--- src/rtl/sub_word_seq.sv ---
// sub_word_seq: sequential AES SubWord engine.
// Takes one WORD per valid/ready handshake. LANES S-box instances are
// time-shared over STEPS = (WORD/BYTE)/LANES cycles, and the bytes are
// substituted in place in a work register.
// Optional feature macro: SUBWORD_INV_EN adds an inv port and inverse S-box
// tables. The mode is latched at accept and applies to the whole word.
module sub_word_seq #(
   parameter int BYTE  = 8,
   parameter int WORD  = 32,
   parameter int LANES = 1
) (
   input  logic            clk,
   input  logic            rst_n,
   input  logic            in_valid,
   output logic            in_ready,
   input  logic [WORD-1:0] in_word,
`ifdef SUBWORD_INV_EN
   input  logic            inv,
`endif
   output logic            out_valid,
   input  logic            out_ready,
   output logic [WORD-1:0] out_word
);

   localparam int NBYTES = WORD / BYTE;
   localparam int STEPS  = NBYTES / LANES;
   localparam int CW     = (STEPS > 1) ? $clog2(STEPS) : 1;
   localparam logic [CW-1:0] LAST = CW'(STEPS - 1);

   typedef enum logic [1:0] {IDLE, BUSY, DONE} state_t;

   // FIPS-197 forward S-box, indexed by the input byte.
   localparam logic [7:0] SBOX_FWD [256] = '{
      8'h63,8'h7c,8'h77,8'h7b,8'hf2,8'h6b,8'h6f,8'hc5,8'h30,8'h01,8'h67,8'h2b,8'hfe,8'hd7,8'hab,8'h76,
      8'hca,8'h82,8'hc9,8'h7d,8'hfa,8'h59,8'h47,8'hf0,8'had,8'hd4,8'ha2,8'haf,8'h9c,8'ha4,8'h72,8'hc0,
      8'hb7,8'hfd,8'h93,8'h26,8'h36,8'h3f,8'hf7,8'hcc,8'h34,8'ha5,8'he5,8'hf1,8'h71,8'hd8,8'h31,8'h15,
      8'h04,8'hc7,8'h23,8'hc3,8'h18,8'h96,8'h05,8'h9a,8'h07,8'h12,8'h80,8'he2,8'heb,8'h27,8'hb2,8'h75,
      8'h09,8'h83,8'h2c,8'h1a,8'h1b,8'h6e,8'h5a,8'ha0,8'h52,8'h3b,8'hd6,8'hb3,8'h29,8'he3,8'h2f,8'h84,
      8'h53,8'hd1,8'h00,8'hed,8'h20,8'hfc,8'hb1,8'h5b,8'h6a,8'hcb,8'hbe,8'h39,8'h4a,8'h4c,8'h58,8'hcf,
      8'hd0,8'hef,8'haa,8'hfb,8'h43,8'h4d,8'h33,8'h85,8'h45,8'hf9,8'h02,8'h7f,8'h50,8'h3c,8'h9f,8'ha8,
      8'h51,8'ha3,8'h40,8'h8f,8'h92,8'h9d,8'h38,8'hf5,8'hbc,8'hb6,8'hda,8'h21,8'h10,8'hff,8'hf3,8'hd2,
      8'hcd,8'h0c,8'h13,8'hec,8'h5f,8'h97,8'h44,8'h17,8'hc4,8'ha7,8'h7e,8'h3d,8'h64,8'h5d,8'h19,8'h73,
      8'h60,8'h81,8'h4f,8'hdc,8'h22,8'h2a,8'h90,8'h88,8'h46,8'hee,8'hb8,8'h14,8'hde,8'h5e,8'h0b,8'hdb,
      8'he0,8'h32,8'h3a,8'h0a,8'h49,8'h06,8'h24,8'h5c,8'hc2,8'hd3,8'hac,8'h62,8'h91,8'h95,8'he4,8'h79,
      8'he7,8'hc8,8'h37,8'h6d,8'h8d,8'hd5,8'h4e,8'ha9,8'h6c,8'h56,8'hf4,8'hea,8'h65,8'h7a,8'hae,8'h08,
      8'hba,8'h78,8'h25,8'h2e,8'h1c,8'ha6,8'hb4,8'hc6,8'he8,8'hdd,8'h74,8'h1f,8'h4b,8'hbd,8'h8b,8'h8a,
      8'h70,8'h3e,8'hb5,8'h66,8'h48,8'h03,8'hf6,8'h0e,8'h61,8'h35,8'h57,8'hb9,8'h86,8'hc1,8'h1d,8'h9e,
      8'he1,8'hf8,8'h98,8'h11,8'h69,8'hd9,8'h8e,8'h94,8'h9b,8'h1e,8'h87,8'he9,8'hce,8'h55,8'h28,8'hdf,
      8'h8c,8'ha1,8'h89,8'h0d,8'hbf,8'he6,8'h42,8'h68,8'h41,8'h99,8'h2d,8'h0f,8'hb0,8'h54,8'hbb,8'h16
   };

`ifdef SUBWORD_INV_EN
   // FIPS-197 inverse S-box (InvSubBytes), indexed by the input byte.
   localparam logic [7:0] SBOX_INV [256] = '{
      8'h52,8'h09,8'h6a,8'hd5,8'h30,8'h36,8'ha5,8'h38,8'hbf,8'h40,8'ha3,8'h9e,8'h81,8'hf3,8'hd7,8'hfb,
      8'h7c,8'he3,8'h39,8'h82,8'h9b,8'h2f,8'hff,8'h87,8'h34,8'h8e,8'h43,8'h44,8'hc4,8'hde,8'he9,8'hcb,
      8'h54,8'h7b,8'h94,8'h32,8'ha6,8'hc2,8'h23,8'h3d,8'hee,8'h4c,8'h95,8'h0b,8'h42,8'hfa,8'hc3,8'h4e,
      8'h08,8'h2e,8'ha1,8'h66,8'h28,8'hd9,8'h24,8'hb2,8'h76,8'h5b,8'ha2,8'h49,8'h6d,8'h8b,8'hd1,8'h25,
      8'h72,8'hf8,8'hf6,8'h64,8'h86,8'h68,8'h98,8'h16,8'hd4,8'ha4,8'h5c,8'hcc,8'h5d,8'h65,8'hb6,8'h92,
      8'h6c,8'h70,8'h48,8'h50,8'hfd,8'hed,8'hb9,8'hda,8'h5e,8'h15,8'h46,8'h57,8'ha7,8'h8d,8'h9d,8'h84,
      8'h90,8'hd8,8'hab,8'h00,8'h8c,8'hbc,8'hd3,8'h0a,8'hf7,8'he4,8'h58,8'h05,8'hb8,8'hb3,8'h45,8'h06,
      8'hd0,8'h2c,8'h1e,8'h8f,8'hca,8'h3f,8'h0f,8'h02,8'hc1,8'haf,8'hbd,8'h03,8'h01,8'h13,8'h8a,8'h6b,
      8'h3a,8'h91,8'h11,8'h41,8'h4f,8'h67,8'hdc,8'hea,8'h97,8'hf2,8'hcf,8'hce,8'hf0,8'hb4,8'he6,8'h73,
      8'h96,8'hac,8'h74,8'h22,8'he7,8'had,8'h35,8'h85,8'he2,8'hf9,8'h37,8'he8,8'h1c,8'h75,8'hdf,8'h6e,
      8'h47,8'hf1,8'h1a,8'h71,8'h1d,8'h29,8'hc5,8'h89,8'h6f,8'hb7,8'h62,8'h0e,8'haa,8'h18,8'hbe,8'h1b,
      8'hfc,8'h56,8'h3e,8'h4b,8'hc6,8'hd2,8'h79,8'h20,8'h9a,8'hdb,8'hc0,8'hfe,8'h78,8'hcd,8'h5a,8'hf4,
      8'h1f,8'hdd,8'ha8,8'h33,8'h88,8'h07,8'hc7,8'h31,8'hb1,8'h12,8'h10,8'h59,8'h27,8'h80,8'hec,8'h5f,
      8'h60,8'h51,8'h7f,8'ha9,8'h19,8'hb5,8'h4a,8'h0d,8'h2d,8'he5,8'h7a,8'h9f,8'h93,8'hc9,8'h9c,8'hef,
      8'ha0,8'he0,8'h3b,8'h4d,8'hae,8'h2a,8'hf5,8'hb0,8'hc8,8'heb,8'hbb,8'h3c,8'h83,8'h53,8'h99,8'h61,
      8'h17,8'h2b,8'h04,8'h7e,8'hba,8'h77,8'hd6,8'h26,8'he1,8'h69,8'h14,8'h63,8'h55,8'h21,8'h0c,8'h7d
   };
   logic mode;
`endif

   state_t          state, state_nxt;
   logic [CW-1:0]   cnt;
   logic [WORD-1:0] work, sub_word;
   logic [BYTE-1:0] lane_in  [LANES];
   logic [BYTE-1:0] lane_out [LANES];

   assign in_ready  = (state == IDLE);
   assign out_valid = (state == DONE);
   assign out_word  = work;

   // Route the current group of bytes to the shared lanes and look them up.
   always_comb begin
      for (int l = 0; l < LANES; l++) begin
         lane_in[l] = work[(int'(cnt) * LANES + l) * BYTE +: BYTE];
`ifdef SUBWORD_INV_EN
         lane_out[l] = mode ? SBOX_INV[lane_in[l]] : SBOX_FWD[lane_in[l]];
`else
         lane_out[l] = SBOX_FWD[lane_in[l]];
`endif
      end
   end

   // Write the lane results back in place; every other byte holds.
   always_comb begin
      // NOTE: default first so every path assigns the whole word and no latch is inferred.
      sub_word = work;
      for (int i = 0; i < NBYTES; i++) begin
         if (CW'(i / LANES) == cnt) sub_word[i*BYTE +: BYTE] = lane_out[i % LANES];
      end
   end

   // Next-state decode for the handshake FSM.
   always_comb begin
      state_nxt = state;
      case (state)
         IDLE:    if (in_valid)    state_nxt = BUSY;
         BUSY:    if (cnt == LAST) state_nxt = DONE;
         DONE:    if (out_ready)   state_nxt = IDLE;
         default:                  state_nxt = IDLE;
      endcase
   end

   // State register with synchronous active-low reset.
   always_ff @(posedge clk) begin
      // NOTE: reset is sampled on the clock edge only, and state uses <= so all flops update together.
      if (!rst_n) state <= IDLE;
      else        state <= state_nxt;
   end

   // Datapath: load on accept, substitute one group per BUSY cycle.
   always_ff @(posedge clk) begin
      if (!rst_n) begin
         cnt  <= '0;
         work <= '0;
`ifdef SUBWORD_INV_EN
         mode <= 1'b0;
`endif
      end else begin
         case (state)
            IDLE: if (in_valid) begin
               work <= in_word;
               cnt  <= '0;
`ifdef SUBWORD_INV_EN
               mode <= inv;
`endif
            end
            BUSY: begin
               work <= sub_word;
               if (cnt != LAST) cnt <= cnt + CW'(1);
            end
            default: ;
         endcase
      end
   end

endmodule

--- config.mk ---
export PLATFORM = sky130hd
export DESIGN_NAME = sub_word_seq
export DESIGN_NICKNAME = d
export VERILOG_FILES = /design/src/rtl/sub_word_seq.sv
export SDC_FILE = /design/constraint.sdc
export NUM_CORES = 1
export LEC_CHECK = 0
export CAP_MARGIN = 0
export CORE_AREA = 2 2 100 198
export DETAILED_ROUTE_END_ITERATION = 8
export DIE_AREA = 0 0 102 200
export PLACE_DENSITY_LB_ADDON = 0.12
export SKIP_LAST_GASP = 1
export SYNTH_ARGS = -nofsm -noshare
export SYNTH_HDL_FRONTEND = slang
export SYNTH_SLANG_ARGS = --single-unit
--- constraint.sdc ---
create_clock -name clk -period 5.9 [get_ports clk]
set_input_delay 0.885 -clock clk [delete_from_list [all_inputs] [get_ports clk]]
set_output_delay 0.885 -clock clk [all_outputs]
set_load 0.03 [all_outputs]
==> reports/qor_table.md <==
| Group | Parameter | Value |
| --- | --- | --- |
| timing | Accumulated negative setup slack | 0 ns |
| worst setup path | Worst setup SP type | flop |
| timing | Post-layout worst setup margin | 1.57 ns |
| grt | Wire length of the first global-routing pass | 49.1 mm |
| power and ir drop | Worst-case vdd ir drop | 0.267 mV |
| worst setup path | Data required time at the worst endpoint | 6.11 ns |
| worst setup path | Worst path slowest cell | sky130_fd_sc_hd__ha_1 |
| timing | Time the worst path needs with I/O delays and setup | 4.33 ns |
| die | Floorplan die width | 102 um |
| synthesis | Synth area leader | sky130_fd_sc_hd__dfxtp_1 |
| clocking | Clock Sinks | 36 |
| timing | Worst clock skew | 0.00398 ns |
| grt | Global-route congestion overflow total | 0 |
| place | Worst setup timing slack at the placement stage | 1.78 ns |
| synthesis | Area share of the leading cell type in the synthesized netlist | 13.3% |
| synthesis | Share of async-settable or async-resettable flops after synthesis | 0% |
| synthesis | Cells after Synth | 762 |
| layout | Area growth from synthesis to layout | 17.6% |
| synthesis | Most common flop cell mapped by yosys | sky130_fd_sc_hd__dfxtp_1 |
| synthesis | Post-synthesis net count | 816 |
| place | Port bufs | 69 |
| worst setup path | Logic depth of the worst setup path including buffers | 9 |
| worst setup path | Worst path bufs/invs | 1 |
| synthesis | Share of the yosys chip area belonging to registers | 13.3% |
| timing | Pin slew with the least headroom to its limit | 1.17 ns |
| synthesis | Post-Syn Area per Cell | 7.09 um^2 |
| timing | Top achievable clock speed | 231 MHz |
| clocking | Inserted Clock Buffers | 5 |
| timing | Final setup viols | 0 |
| layout | Number of filler instances in the final layout | 2078 |
| routing | Number of nets with antenna violations after detailed routing | 0 |
| worst setup path | Kind of cell adding the most delay to the critical path | compound AO/OA/AOI/OAI gates |
| clocking | Depth of the CTS H-tree | 2 |
| clocking | CTS Root Cell | sky130_fd_sc_hd__clkbuf_16 |
| routing | Remaining design rule violation count | 0 |
| job | Number of max-cap violations | 0 |
| worst setup path | Ordered cell list for the critical path | mux4_2 > buf_4 > ha_1 > nand2b_1 > a21boi_0 > a2111oi_0 > a311oi_1 > a211oi_2 > o22ai_1 |
| place | RePlAce Congestion | 1.05 |
| die | Chip Height | 200 um |
| clocking | Clock slew at the register clock pins of the worst setup and hold paths | 0.06 ns |
| routing | Wire length per cell | 32.8 um |
| routing | Total wire length | 34.0 mm |
| timing | Max-slew violations | 0 |
| routing | Routed vias | 7168 |
| die | Top-Level Pins | 70 |
| worst setup path | Signal arrival time at the worst endpoint | 4.54 ns |
| power and ir drop | PwrDens | 324 mW/mm^2 |
| outcome | Status | complete, no violations |
| die | Area of the core region | 0.0188 mm^2 |
| synthesis | Synth top area cells | sky130_fd_sc_hd__dfxtp_1, sky130_fd_sc_hd__nand2_1, sky130_fd_sc_hd__o21ai_0 |
| timing | Setup repair after global routing missed its margin | no |
| clocking | Post-CTS setup buffer count | 0 |
| synthesis | Netlist area before placement | 0.00540 mm^2 |
| layout | Share of layout cells above drive strength 1 | 9.23% |
| worst setup path | Reg2Reg Depth | 9 |
| worst hold path | Worst hold path class | flop to flop |
| timing | Ratio of final minimum period to clock period | 73.4% |
| synthesis | Number of flops mapped to enable cells by yosys | 0 |
| clocking | Maximum root-to-sink buffer count | 2 |
| power and ir drop | Final Total Pwr | 2.06 mW |
| clocking | Number of instances resized during post-cts repair | 0 |
| die | Total die area | 0.0204 mm^2 |
| synthesis | #FFs+latches synth | 36 |
| routing | Vias per cell | 6.91 |
| routing | Count of routing violations after the opening detailed-route iteration | 1032 |
| layout | Total number of nets in the final design | 833 |
| die | Placement row count | 71 |
| worst hold path | Number of cells on the worst hold path | 2 |
| routing | Pre-antenna DRT Iters | 6 |
| synthesis | Yosys warnings | 0 |
| grt | Via count of the first global-routing pass | 7044 |
| timing | Final hold violation count | 0 |
| grt | Antenna violations before repair | 0 |
| clocking | CTS tree | done |
| place | HPWL after detailed placement | 24.4 mm |
| synthesis | Netlist cell types | 79 |
| worst setup path | Max FO, Critical Path | 39 |
| worst setup path | Crit Path Class | flop to flop |
| grt | Largest net degree at the start of global routing | 73 |
| worst setup path | Largest stage delay on the critical path | 0.90 ns |
| grt | GRT Resource Usage Total | 33.6% |
| worst setup path | Endpoint type of the worst setup path | flop |
| clocking | Count of hold buffers inserted by post-cts repair | 0 |
| die | Starting utilization of the core area | 28.7% |
| clocking | Worst-skew pair later-pin latency | 0.29 ns |
| timing | Tightest slew margin relative to the limit | 20.7% |
| power and ir drop | Leakage power total | 2.13 nW |
flip-flops by register name, indices dropped and copies added (netlist names):
name      flops
cnt           2
out_word     32
state         2
cell type report:
| type | count | area (um^2) | area share [%] |
|---|---|---|---|
| diodes | 2 | 5.00 | 0.0788 |
| clock buffers | 5 | 125 | 1.97 |
| clock inverters | 3 | 42.5 | 0.670 |
| inverters | 14 | 55.1 | 0.867 |
| multi-input cells | 628 | 4210 | 66.2 |
| flip-flops and latches | 36 | 721 | 11.3 |
| well taps | 255 | 319 | 5.02 |
| repair buffers | 94 | 878 | 13.8 |
layout by cell type (no fill, tap or decap), types with 20 or more instances in the layout:
master / Yosys / final
sky130_fd_sc_hd__a21oi_1: 53 / 53
sky130_fd_sc_hd__a31oi_1: 34 / 34
sky130_fd_sc_hd__buf_4: 4 / 25
sky130_fd_sc_hd__clkdlybuf4s50_1: 0 / 69
sky130_fd_sc_hd__dfxtp_1: 36 / 36
sky130_fd_sc_hd__mux2i_1: 22 / 22
sky130_fd_sc_hd__nand2_1: 85 / 85
sky130_fd_sc_hd__nand3_1: 25 / 25
sky130_fd_sc_hd__nor2_1: 37 / 37
sky130_fd_sc_hd__nor2b_1: 20 / 20
sky130_fd_sc_hd__o211ai_1: 31 / 31
sky130_fd_sc_hd__o21ai_0: 61 / 61
cells by family after synthesis:
| family | synth area share [%] |
|---|---|
| buffers and inverters | 8.83 |
| muxes | 9.50 |
| xor gates and xnor gates | 0.973 |
| DFF | 13.3 |
| adders and majority gates | 4.17 |
| and+or+nand+nor | 22.2 |
| AOI/OAI and AO/OA | 40.9 |
cell usage after synthesis (all sizes together) (5+ instances only):
master	instances
nand2	85
o21ai	62
a21oi	53
clkbuf	47
nor2	38
buf	37
dfxtp	36
a31oi	34
o211ai	33
nand3	25
mux2i	22
nor2b	20
ha	18
nand2b	18
nor3	15
and2	14
o22ai	14
a211oi	12
a311oi	12
inv	12
mux2	10
a22oi	9
o221ai	9
a221oi	8
a32oi	8
mux4	8
o2111ai	7
or2	7
o311ai	6
a2111oi	5
nand4	5
o31ai	5
or3	5
worst min-delay path, delay by kind of cell (launching register included):
kind / cells / cell delay (ns)
AOI/OAI and AO/OA: 1 / 0.06
DFF: 1 / 0.32
and+or+nand+nor: 1 / 0.06
per-stage QoR:
| stage | utilization (%) | instance area (um^2) | hold WS (ns) | std cells |
|---|---|---|---|---|
| after floorplan | - | 5400 | 0.604 | 762 |
| after global placement | 32.8 | 6180 | 0.474 | 1027 |
| after detailed placement | 32.8 | 6180 | 0.483 | 1027 |
| after CTS | 33.7 | 6350 | 0.492 | 1035 |
| after global routing | 33.7 | 6350 | 0.515 | 1035 |
| final | 33.7 | 6350 | 0.487 | 1037 |
final timing paths:
| check | from | endpoint | slack (ns) |
|---|---|---|---|
| max | cnt[0] | out_word[2] | 1.57 |
| min reg2reg | out_word[10] | out_word[10] | 0.49 |
| min | out_word[10] | out_word[10] | 0.49 |
| max reg2reg | cnt[0] | out_word[2] | 1.57 |
power breakdown:
group | total, mW | switching, mW | internal, mW
sequential | 0.311 | 0.0365 | 0.274
clock | 0.315 | 0.117 | 0.199
combinational | 1.43 | 1.00 | 0.428
total | 2.06 | 1.16 | 0.901
metal layers:
| layer | up-vias | share of wire [%] | wire, um | global-route usage, % |
|---|---|---|---|---|
| met5 | - | 0 | 0 | 0 |
| met4 | 0 | 12 | 4180 | 31.0 |
| met3 | 217 | 9.3 | 3170 | 7.10 |
| met2 | 637 | 48 | 16400 | 56.8 |
| met1 | 3337 | 30 | 10300 | 33.4 |
| li1 | 2977 | - | - | - |
(Power assumes the default switching activity.)
